### src/rtl/xaddrgen_sched.sv
// xaddrgen_sched: job scheduler for one xaddrgen-class address generator.
//
// The host pushes packed addressing jobs into a 2^DEPTH_W-entry FIFO. When
// enabled, the scheduler pops one job into ag_cfg, pulses ag_init and then
// ag_run, and waits for the generator to report done before it considers
// the next job.
//
// Handshake: a job is accepted on a rising clk edge where cfg_valid and
// cfg_ready are both 1 and abort is 0. cfg_ready depends only on the
// registered fill level, never on cfg_valid.
//
// Ports:
//   clk, rst    clock; asynchronous active-low reset
//   en          1 = jobs may be launched; 0 = hold in IDLE (queue still fills)
//   abort       one-cycle pulse that flushes queued, not-yet-launched jobs
//   cfg_valid   job push request
//   cfg_ready   FIFO not full
//   cfg_data    packed job {iterations, period, duty, delay, start, shift, incr}
//   ag_init     one-cycle init pulse to the generator
//   ag_run      one-cycle run pulse to the generator
//   ag_cfg      configuration of the active job, same packing as cfg_data
//   ag_done     generator done (1 when idle)
//   busy        a job is launched and not yet complete
//   level       number of queued jobs, 0..2^DEPTH_W
//   job_cnt     completed jobs, wraps at 2^CNT_W
//   all_done    one-cycle pulse when a job completes with nothing queued
//   dbg_state   current FSM state (IDLE=0, LOAD=1, INIT=2, RUN=3, WAIT=4)
module xaddrgen_sched #(
  parameter int MEM_ADDR_W = 10,
  parameter int PERIOD_W   = 10,
  parameter int DEPTH_W    = 2,
  parameter int CNT_W      = 16
) (
  input  logic                                 clk,
  input  logic                                 rst,
  input  logic                                 en,
  input  logic                                 abort,
  input  logic                                 cfg_valid,
  output logic                                 cfg_ready,
  input  logic [4*PERIOD_W+3*MEM_ADDR_W-1:0]   cfg_data,
  output logic                                 ag_init,
  output logic                                 ag_run,
  output logic [4*PERIOD_W+3*MEM_ADDR_W-1:0]   ag_cfg,
  input  logic                                 ag_done,
  output logic                                 busy,
  output logic [DEPTH_W:0]                     level,
  output logic [CNT_W-1:0]                     job_cnt,
  output logic                                 all_done,
  output logic [2:0]                           dbg_state
);

  localparam int CFG_W = 4*PERIOD_W + 3*MEM_ADDR_W;
  localparam int DEPTH = 1 << DEPTH_W;
  localparam logic [DEPTH_W:0] FULL_LVL = (DEPTH_W+1)'(DEPTH);

  typedef enum logic [2:0] {
    S_IDLE = 3'd0,
    S_LOAD = 3'd1,
    S_INIT = 3'd2,
    S_RUN  = 3'd3,
    S_WAIT = 3'd4
  } state_t;

  state_t state, state_n;

  logic [CFG_W-1:0]   mem [DEPTH];
  logic [DEPTH_W-1:0] wr_ptr, rd_ptr;
  logic [DEPTH_W:0]   level_n;
  logic               push, pop, complete;
  // Set from the second WAIT cycle on: the generator only drops done the
  // cycle after run, so done seen on the WAIT entry cycle is stale.
  logic               wait_arm;

  assign push     = cfg_valid && cfg_ready && !abort;
  assign pop      = (state == S_IDLE) && en && (level != '0) && !abort;
  assign complete = (state == S_WAIT) && wait_arm && ag_done;
  assign dbg_state = state;

  always_comb begin
    level_n = level;
    if (abort) begin
      level_n = '0;
    end else begin
      case ({push, pop})
        2'b10:   level_n = level + 1'b1;
        2'b01:   level_n = level - 1'b1;
        default: level_n = level;
      endcase
    end
  end

  always_comb begin
    state_n = state;
    case (state)
      S_IDLE:  if (pop) state_n = S_LOAD;
      S_LOAD:  state_n = S_INIT;
      S_INIT:  state_n = S_RUN;
      S_RUN:   state_n = S_WAIT;
      S_WAIT:  if (complete) state_n = S_IDLE;
      default: state_n = S_IDLE;
    endcase
  end

  always_ff @(posedge clk or negedge rst) begin
    if (!rst) state <= S_IDLE;
    else      state <= state_n;
  end

  // Storage is not reset: entries are only read after being written.
  always_ff @(posedge clk) begin
    if (push) mem[wr_ptr] <= cfg_data;
  end

  always_ff @(posedge clk or negedge rst) begin
    if (!rst) begin
      wr_ptr    <= '0;
      rd_ptr    <= '0;
      level     <= '0;
      cfg_ready <= 1'b1;
      ag_cfg    <= '0;
      ag_init   <= 1'b0;
      ag_run    <= 1'b0;
      busy      <= 1'b0;
      job_cnt   <= '0;
      all_done  <= 1'b0;
      wait_arm  <= 1'b0;
    end else begin
      level     <= level_n;
      cfg_ready <= (level_n != FULL_LVL);
      if (push) wr_ptr <= wr_ptr + 1'b1;
      if (abort) begin
        rd_ptr <= wr_ptr;
      end else if (pop) begin
        rd_ptr <= rd_ptr + 1'b1;
        ag_cfg <= mem[rd_ptr];
      end
      ag_init  <= (state_n == S_INIT);
      ag_run   <= (state_n == S_RUN);
      wait_arm <= (state == S_WAIT) && (state_n == S_WAIT);
      if (pop)           busy <= 1'b1;
      else if (complete) busy <= 1'b0;
      if (complete) job_cnt <= job_cnt + 1'b1;
      // level_n already counts a same-cycle push and a same-cycle abort.
      all_done <= complete && (level_n == '0);
    end
  end

endmodule

### config.mk
export PLATFORM = sky130hd
export DESIGN_NAME = xaddrgen_sched
export DESIGN_NICKNAME = d
export VERILOG_FILES = /design/src/rtl/xaddrgen_sched.sv
export SDC_FILE = /design/constraint.sdc
export NUM_CORES = 1
export LEC_CHECK = 0
export BUFFER_PORTS_ARGS = -buffer_cell sky130_fd_sc_hd__buf_4
export CAP_MARGIN = 40
export CORE_ASPECT_RATIO = 1.75
export CORE_MARGIN = 5
export CORE_UTILIZATION = 40
export DETAILED_ROUTE_END_ITERATION = 12
export PLACE_DENSITY = 0.67
export SYNTH_ARGS = -nofsm -noshare
export SYNTH_HDL_FRONTEND = slang
export SYNTH_SLANG_ARGS = --single-unit
export TNS_END_PERCENT = 50
### constraint.sdc
create_clock -name clk -period 3 [get_ports clk]
set_clock_uncertainty 0.15 [all_clocks]
set_input_delay 0.3 -clock clk [delete_from_list [all_inputs] [get_ports clk]]
set_output_delay 0.3 -clock clk [all_outputs]
set_load 0.005 [all_outputs]
# Word-level counts from Yosys, hierarchy flattened
# Memory sizes are Yosys's and may differ from the RTL's. A register that Yosys moved wholly into a read port is not among the register bits.
# Cells that the tools add are included.
word_totals:
  reg_bits: 32
  mem_bits_rw: 280
  input_bits: 76
  out_inout_bits: 97
  word_cells: 56
  memories: 1
memory_table:
  columns: ["name", "words", "word_bits", "rd", "rd_clocked_by_memory_dff", "write_ports", "line", "source"]
  rows:
  - ["mem", 4, 70, 1, 1, 1, "66", "logic [CFG_W-1:0] mem [DEPTH];"]
classes:
  addsub: 5
  eq_ne: 10
  n_mux: 11
  bitwise: 1
  reduce_logical: 17
op_table:
  columns: ["cell", "count"]
  rows:
  - ["$add 16x1->16 const B", 1]
  - ["$pmux 3 s5", 1]
  - ["$eq 3x2->1 const B", 4]
  - ["$logic_and 1x1->1", 9]
  - ["$mux 3", 3]
  - ["$eq 3x3->1 const B", 2]
  - ["$logic_not 3->1", 2]
  - ["$pmux 3 s2", 1]
  - ["$add 2x1->2 const B", 2]
  - ["$mux 1", 4]
  - ["$mux 2", 2]
  - ["$reduce_bool 2->1", 2]
  - ["$add 3x1->3 const B", 1]
  - ["$eq 3x1->1 const B", 1]
  - ["$ne 3x3->1 const B", 1]
  - ["$reduce_bool 3->1", 1]
  - ["$sub 3x1->3 const B", 1]
  - ["$eq 2x1->1 const B", 1]
  - ["$eq 2x2->1 const B", 1]
  - ["$logic_not 1->1", 2]
  - ["$reduce_and 2->1", 1]
  - ["$not 1->1", 1]

# Depth between registers and ports, before layout
# Gate-level depths: netlist (run 1).
depth:
  depth_word: 9
  mapped_depth: 11
  ltp_nobuf: 9

# Worst setup path before layout (run 1)
# OpenSTA, ideal clock, no wires.
synth_timing:
  path_kind: "register -> register"
  start: "reg cfg_ready"
  end: "mem mem[2][0] in the netlist's numbering (enable)"
  setup_time_ps: 436
  t_arrival_ps: 2538
  t_required_ps: 2414
  path_slack_ps: -124
  path_stages_with_launch: 4
  path_buffers: 0
  period_less_slack_ps: 3124
  path_cell_list: "dfstp_2 -> nand2_1 -> nor2_1 -> and2_1"
synth_between:
  elab_chain_cells: 4
synth_rtl:
  columns: ["item", "line", "source"]
  rows:
  - ["start, declared", "39", "output logic cfg_ready,"]
  - ["start signal, assigned", "129", "cfg_ready <= (level_n != FULL_LVL);"]
  - ["$logic_and 1x1->1 (2 in a row)", "74", "assign push = cfg_valid && cfg_ready && !abort;"]
  - ["$mux 1", "111", "if (push) mem[wr_ptr] <= cfg_data;"]
  - ["$mux 1 (implied by the code)", "111", null]
  - ["end, declared", "66", null]
# Every way passes these cells.

# Worst setup path after layout (run 1)
layout_timing:
  start: "reg level[1]"
  end: "reg all_done"
layout_between:
  elab_chain_cells: 8
  elab_cells_between_ends: 11
  classes_between: "add/sub (2); eq/ne (2); mux (2); reduce/logical (5)"
layout_rtl:
  columns: ["item", "line", "source"]
  rows:
  - ["start, declared", "46", "output logic [DEPTH_W:0] level,"]
  - ["start signal, assigned", "128", "level <= level_n;"]
  - ["$reduce_bool 3->1", "75", "assign pop = (state == S_IDLE) && en && (level != '0) && !abort;"]
  - ["$logic_and 1x1->1 (2 in a row)", "75", null]
  - ["$eq 2x1->1 or $eq 2x2->1 (tied branches)", "84", "case ({push, pop})"]
  - ["$pmux 3 s2 (*)", "84", null]
  - ["$mux 3 (*)", "81", "if (abort) begin"]
  - ["net level_n[2]", "68", "logic [DEPTH_W:0] level_n;"]
  - ["$logic_not 3->1 (*)", "144", "all_done <= complete && (level_n == '0);"]
  - ["$logic_and 1x1->1 (*)", "144", null]
  - ["end signal, assigned", "144", null]
  - ["end, declared", "48", "output logic all_done,"]
# Mark *: on every way through the listed nets, which the timed path passes. The rest lies on a longest branch.
# A chain may end at the register's enable or synchronous reset.

==> impl_metrics.json, run 1 <==
{
  "hold_start": "cfg_valid",
  "path_buf_inv": 0,
  "syn_to_final_growth_pct": 27.3,
  "worstMarginPinSlew_ns": 0.663,
  "ff2ff_path_depth": 8,
  "grt_first_pass_wirelength_um": 46000,
  "path_delay_family": "adder cells",
  "fmax_ghz": 0.380,
  "regToRegStartpoint": "level[1]",
  "fillerInstances": 2771,
  "drc": 0,
  "port_buffers": 172,
  "grtUsageTotal_pct": 15.0,
  "synth_top_area_cell": "edfxtp_1",
  "core-area_sq_um": 35200,
  "worst_setup_path_end_kind": "flop",
  "max_slew_margin_pct": 55.8,
  "clk_latency_ns": 0.53,
  "cts_tree": "done",
  "synth_top_area_share_pct": 59.3,
  "slowest_stage": "dfrtp_1",
  "placed_cell_area_sq_um": 16100,
  "p_leak_nw": 6.69,
  "hold_depth": 5,
  "period_minus_slack_ns": 2.63,
  "io_pins": 173,
  "synth-edff-count": 280,
  "critPathRequiredTime_ns": 3.25,
  "start_util_pct": 40.3,
  "holdCritPathClass": "primary input to flop",
  "finalCoreUtilization_pct": 51.3,
  "instances_no_fill": 1414,
  "vias": 6975,
  "post-route-cell-area_sq_um": 18100,
  "min_period_over_period_pct": 87.7,
  "setup_viol_count_final": 0,
  "maxCapViolCount": 0,
  "place.gp.congestion": 0.737,
  "drtIter0Drc": 379,
  "drive_gt1_share_pct": 35.2,
  "synth_warnings": 0,
  "cts_max_level": 2,
  "worstHoldEndpoint": "wr_ptr[0]",
  "place_ws_ns": 0.395,
  "status": "finished clean",
  "p_per_area_nw_per_um2": 841,
  "crit_chain": "o31a_1, and2b_4, ha_1, fa_1, xnor2_1, or3_1, a21oi_1, nor2_1",
  "rsz0062_at_grt": "false",
  "final.setup.worst_slack_ns": 0.368,
  "numCtsBuffers": 36,
  "viasPerCell": 4.93,
  "rows": 91,
  "die_w_um": 152,
  "die_area_sq_um": 39500,
  "crit_type": "flop to flop",
  "dp.cells": 1273,
  "grt_overflow": 0,
  "clock_path_buffers": 3,
  "ir_worst_vdd_mv": 0.531,
  "max_stage_delay_ns": 0.45,
  "ys_seq_area_share_pct": 77.3,
  "cts_root_buffer": "clkbuf_16",
  "crit_arrival_ns": 2.88,
  "crit_fanout": 6,
  "wl_per_cell_um": 20.7,
  "synthArstFlopShare_pct": 26.7,
  "grt_max_degree": 73,
  "routed_wl_um": 29200,
  "syn_nets": 728,
  "slew_violations": 0,
  "rrSetupSlack_ns": 0.37,
  "ys_types": 38,
  "finalNetCount": 1002,
  "dp_hpwl_um": 17500,
  "antenna_found_initial": 2,
  "synth_area_leaders": "edfxtp_1 59%, dfrtp_1 18%, mux4_2 11%",
  "synthesis.area_sq_um": 14200,
  "ys_ff_latch": 382,
  "clock-sinks": 382,
  "reg2reg_to": "all_done",
  "first_pass_iters": 4,
  "synth_flop_cell": "edfxtp_1",
  "start_kind": "flop",
  "synth_cells": 645,
  "die_h_um": 259,
  "grt_pass1_vias": 7912,
  "postSynthAreaPerCell_sq_um": 22.0,
  "ant_nets": 0,
  "hold_viol_final": 0,
  "cts.clk_slew.worst_paths_ns": 0.07
}
==> area by class of cell <==
| cell class | count | area (sq um) | area share (%) |
|---|---|---|---|
| Inverter | 4 | 15.0 | 0.0831 |
| Antenna cell | 2 | 5.00 | 0.0277 |
| Multi-Input combinational cell | 233 | 3050 | 16.9 |
| Clock inverter | 21 | 224 | 1.24 |
| Tap cell | 465 | 582 | 3.22 |
| Clock buffer | 45 | 956 | 5.29 |
| Sequential cell | 382 | 11000 | 60.7 |
| Timing Repair Buffer | 262 | 2260 | 12.5 |
==> synth_stat cells, types with 2 or more instances <==
library cell	instances
nand2_1	16
dfrtp_1	101
ha_1	6
nor2_1	8
mux2_2	5
mux2_1	66
xnor2_1	17
edfxtp_1	280
buf_6	9
nand4_1	3
nor3b_1	3
a21oi_1	2
or2_1	2
nor3_2	2
buf_2	8
mux4_2	70
xor2_1	3
clkbuf_1	9
o21ai_0	4
inv_1	4
and2_1	4
nand3_1	7
==> state kept, by name (all words and copies together), names as in the netlist <==
signal and flops:
ag_cfg 70, ag_init 1, ag_run 1, all_done 1
busy 1, cfg_ready 1, dbg_state 3, job_cnt 16
level 3, mem 280, rd_ptr 2, wait_arm 1
wr_ptr 2
==> worst reg2reg max path: stages, from the launching register on <==
cell	delay (ns)
dfrtp_1	0.45
o31a_1	0.34
and2b_4	0.19
ha_1	0.21
fa_1	0.39
xnor2_1	0.15
or3_1	0.30
a21oi_1	0.24
nor2_1	0.09
==> kinds of logic after synthesis <==
kind of cell             count (synthesis)  synth area share (%)
multiplexers                           142                  16.8
AO/OA/AOI/OAI                           11                 0.520
flip-flops                             382                  77.3
XOR/XNOR                                20                  1.23
adder cells (fa/ha/maj)                  7                 0.670
AND/OR/NAND/NOR                         53                  2.14
buffers and inverters                   30                  1.34
==> metal layers <==
metal	routed length (um)	track usage [%]	share of wire, %	vias to the layer above
met5	0	0	0	-
met4	872	5.75	3.0	0
met3	1070	2.67	3.7	44
met2	16400	28.4	56	150
met1	10800	16.8	37	3671
li1	-	-	-	3110
==> power breakdown <==
part | switching, mW | total [mW] | internal, mW
clock network | 1.94 | 4.58 | 2.64
logic | 1.48 | 3.46 | 1.99
registers | 0.510 | 7.14 | 6.63
total | 3.93 | 15.2 | 11.2
==> how the worst max path moves through the flow <==
stage                            start        end  slack [ns]  cells past startpoint
after CTS                     level[1]   all_done        0.38                      8
after detailed placement      level[1]   all_done        0.40                      8
final                         level[1]   all_done        0.37                      8
after global placement        level[1]   all_done        0.47                      8
after global routing      dbg_state[2]   all_done        0.22                      9
after floorplan              cfg_ready  mem[0][0]       -0.12                      3
==> through the flow <==
step	total power [mW]	hold WS, ns	setup TNS, ns
3_5_place_dp	10.7	0.223	0
2_1_floorplan	9.01	-0.146	-17.29
6_report	15.2	0.146	0
4_1_cts	15.5	0.110	0
5_1_grt	16.0	0.148	0
3_3_place_gp	10.6	0.226	0
==> layout by cell type, fill, tap and decap left out, drive strengths merged <==
cell type and instances:
xnor2 17, and2 4, clkinv 10, or3b 1, dfrtp 101, a21o 1
nor2 8, or2 3, buf 189, nor4 2, mux2i 1, nand2 16
o31a 1, a21oi 2, nor3b 3, nand3 7, dfstp 1, or3 1
nor4b 1, diode 2, a31o 1, dlygate4sd3 73, nand4 3, clkinvlp 3
o21ai 4, xor2 3, bufinv 4, nor3 2, a211o 1, and4 1
ha 6, mux2 71, o311a 1, mux4 70, clkbuf 45, edfxtp 280
and2b 1, inv 8, fa 1
==> repair_timing <==
action / 4_1_cts / 5_1_grt
setup endpoints to repair: 0 / 0
resized for setup: 0 / 0
hold endpoints to repair: 332 / 0
hold buffers: 73 / 0
setup buffers: 0 / 0
No activity file was read; power rests on OpenSTA's default activity.
==> inputs of run 2 (changes only) <==
--- a/config.mk
+++ b/config.mk
@@ -11,7 +11,7 @@
 export CORE_MARGIN = 5
 export CORE_UTILIZATION = 40
 export DETAILED_ROUTE_END_ITERATION = 12
-export PLACE_DENSITY = 0.67
+export PLACE_DENSITY = 0.64
 export SYNTH_ARGS = -nofsm -noshare
 export SYNTH_HDL_FRONTEND = slang
 export SYNTH_SLANG_ARGS = --single-unit
==> run 2 against run 1 <==
Compared with the run above:
- total power decreased by 1.7%
- routed wire length shrank 1.8%
- hold slack improved by 0.012 ns
- critical path type unchanged
==> impl_metrics.json, run 2 (synthesis results as in run 1) <==
{
  "ant_nets": 0,
  "grtUsageTotal_pct": 14.6,
  "worstHoldEndpoint": "wr_ptr[0]",
  "hold_depth": 5,
  "ir_worst_vdd_mv": 0.566,
  "internal-power_mw": 11.0,
  "setup_viol_count_final": 0,
  "clock_path_buffers": 3,
  "crit_arrival_ns": 2.88,
  "diodes": 0,
  "total_power_mw": 14.9,
  "first_pass_iters": 5,
  "final_common_cell": "edfxtp_1",
  "port_buffers": 172,
  "clk_latency_ns": 0.54,
  "hold_viol_final": 0,
  "holdCritPathClass": "primary input to flop",
  "max_stage_delay_ns": 0.45,
  "finalCoreUtilization_pct": 51.3,
  "drive_gt1_share_pct": 35.1,
  "crit_fanout": 6,
  "hold_slack_ns": 0.158,
  "cts.clk_slew.worst_paths_ns": 0.06,
  "numCtsBuffers": 36,
  "cts_max_level": 2,
  "critPathRequiredTime_ns": 3.25,
  "rsz0062_at_grt": "false",
  "worstMarginPinSlew_ns": 0.712,
  "start_util_pct": 40.3,
  "p_seq_share_pct": 48.3,
  "vias": 6958,
  "rows": 91,
  "syn_to_final_growth_pct": 27.2,
  "crit_chain": "o31a_1, and2b_4, ha_1, fa_1, xnor2_1, or3_1, a21oi_1, nor2_1",
  "p_per_area_nw_per_um2": 827,
  "largest_register": "mem",
  "cts_root_buffer": "clkbuf_16",
  "drc": 0,
  "die_h_um": 259,
  "cts_tree": "done",
  "grt_overflow": 0,
  "final_cell_mix": "280 x edfxtp_1, 182 x buf_4, 99 x dfrtp_1, 73 x dlygate4sd3_1, 70 x mux4_2",
  "viasPerCell": 4.92,
  "grt_first_pass_wirelength_um": 44300,
  "ff2ff_path_depth": 8,
  "fmax_ghz": 0.381,
  "worst_setup_path_end_kind": "flop",
  "cts-resized-gates": 0,
  "status": "finished clean",
  "period_minus_slack_ns": 2.63,
  "io_pins": 173,
  "reg2reg_to": "all_done",
  "largest_reg_flops": 280,
  "maxCapViolCount": 0,
  "path_delay_family": "adder cells",
  "top_regs": "mem x280, ag_cfg x70, job_cnt x16",
  "clock-sinks": 382,
  "antenna_found_initial": 0,
  "combinationalPowerShare_pct": 23.0,
  "rrSetupSlack_ns": 0.37,
  "drtIter0Drc": 293,
  "dp_hpwl_um": 18000,
  "finalNetCount": 1006,
  "crit_type": "flop to flop",
  "min_period_over_period_pct": 87.5,
  "routed_wl_um": 28700,
  "path_buf_inv": 0,
  "clock_power_share_pct": 28.7,
  "wl_per_cell_um": 20.3,
  "slew_violations": 0,
  "start_kind": "flop",
  "die_area_sq_um": 39500,
  "grt_pass1_vias": 7642,
  "hold_start": "cfg_valid",
  "die_w_um": 152,
  "max_slew_margin_pct": 52.5,
  "slowest_stage": "dfrtp_1",
  "place.gp.congestion": 0.728,
  "p_leak_nw": 6.69,
  "p_sw_mw": 3.89,
  "regToRegStartpoint": "level[1]",
  "core-area_sq_um": 35200,
  "grt_max_degree": 73,
  "p_sw_share_pct": 26.0
}
-- run 2: cell types whose count changed in the layout (fill, tap and decap cells not counted), moves of 2 or more --
| cell | previous run | this run |
|---|---|---|
| clkbuf_8 | 0 | 5 |
| bufinv_16 | 4 | 0 |
| clkbuf_1 | 8 | 11 |
| clkinv_2 | 7 | 4 |
| inv_6 | 4 | 1 |
| buf_12 | 9 | 11 |
| buf_4 | 180 | 182 |
| clkinv_4 | 0 | 2 |
| clkinvlp_4 | 3 | 1 |
| diode_2 | 2 | 0 |
-- run 2: how the worst max path moves through the flow --
stage / start / to / slack, ns / cells after the start
floorplan: cfg_ready / mem[0][0] / -0.12 / 3
global placement: level[1] / all_done / 0.45 / 8
detailed placement: level[1] / all_done / 0.40 / 8
CTS: level[1] / all_done / 0.38 / 8
global route: dbg_state[2] / all_done / 0.20 / 9
finish: level[1] / all_done / 0.37 / 8
-- run 2: cell type report --
class / count / area [sq um]
Fill cell: 2815 / 17100
Clock buffer: 52 / 1010
Clock inverter: 13 / 101
Timing Repair Buffer: 266 / 2320
Inverter: 4 / 15.0
Multi-Input combinational cell: 233 / 3050
Sequential cell: 382 / 11000
Tap cell: 465 / 582
-- run 2: routing by layer --
metal  wire (um)  GRT usage [%]  vias to the layer above
met3        1040           2.39                       50
met2       16200           27.9                      167
met1       10700           16.2                     3618
met5           0              0                        -
met4         769           5.05                        0
li1            -              -                     3123
-- run 2: worst min-delay path, delay by kind of cell --
kind	cells	cell delay, ns
xor+xnor	1	0.06
simple gates	2	0.17
buf+inv	2	0.25
-- run 2: through the flow --
step                      cells  worst slack (ns)  setup TNS [ns]  area (sq um)
after CTS                  1415             0.382               0         18000
after detailed placement   1277             0.402               0         16200
after global routing       1415             0.197               0         18000
final                      1415             0.374               0         18000
after global placement     1277             0.446               0         16200
after floorplan             645            -0.123          -17.29         14200
-- run 2: what timing repair did --
item	in CTS	in global routing
hold endpoints to repair	329	0
buffers inserted	0	0
hold buffers	73	0
-- run 2: power by group through the flow --
stage	clock network (mW)	registers (mW)	logic (mW)
after floorplan	0	7.09	1.92
after CTS	4.41	7.24	3.55
after global routing	4.62	7.33	3.76
final	4.28	7.21	3.43
after global placement	0	7.31	3.41
after detailed placement	0	7.34	3.47
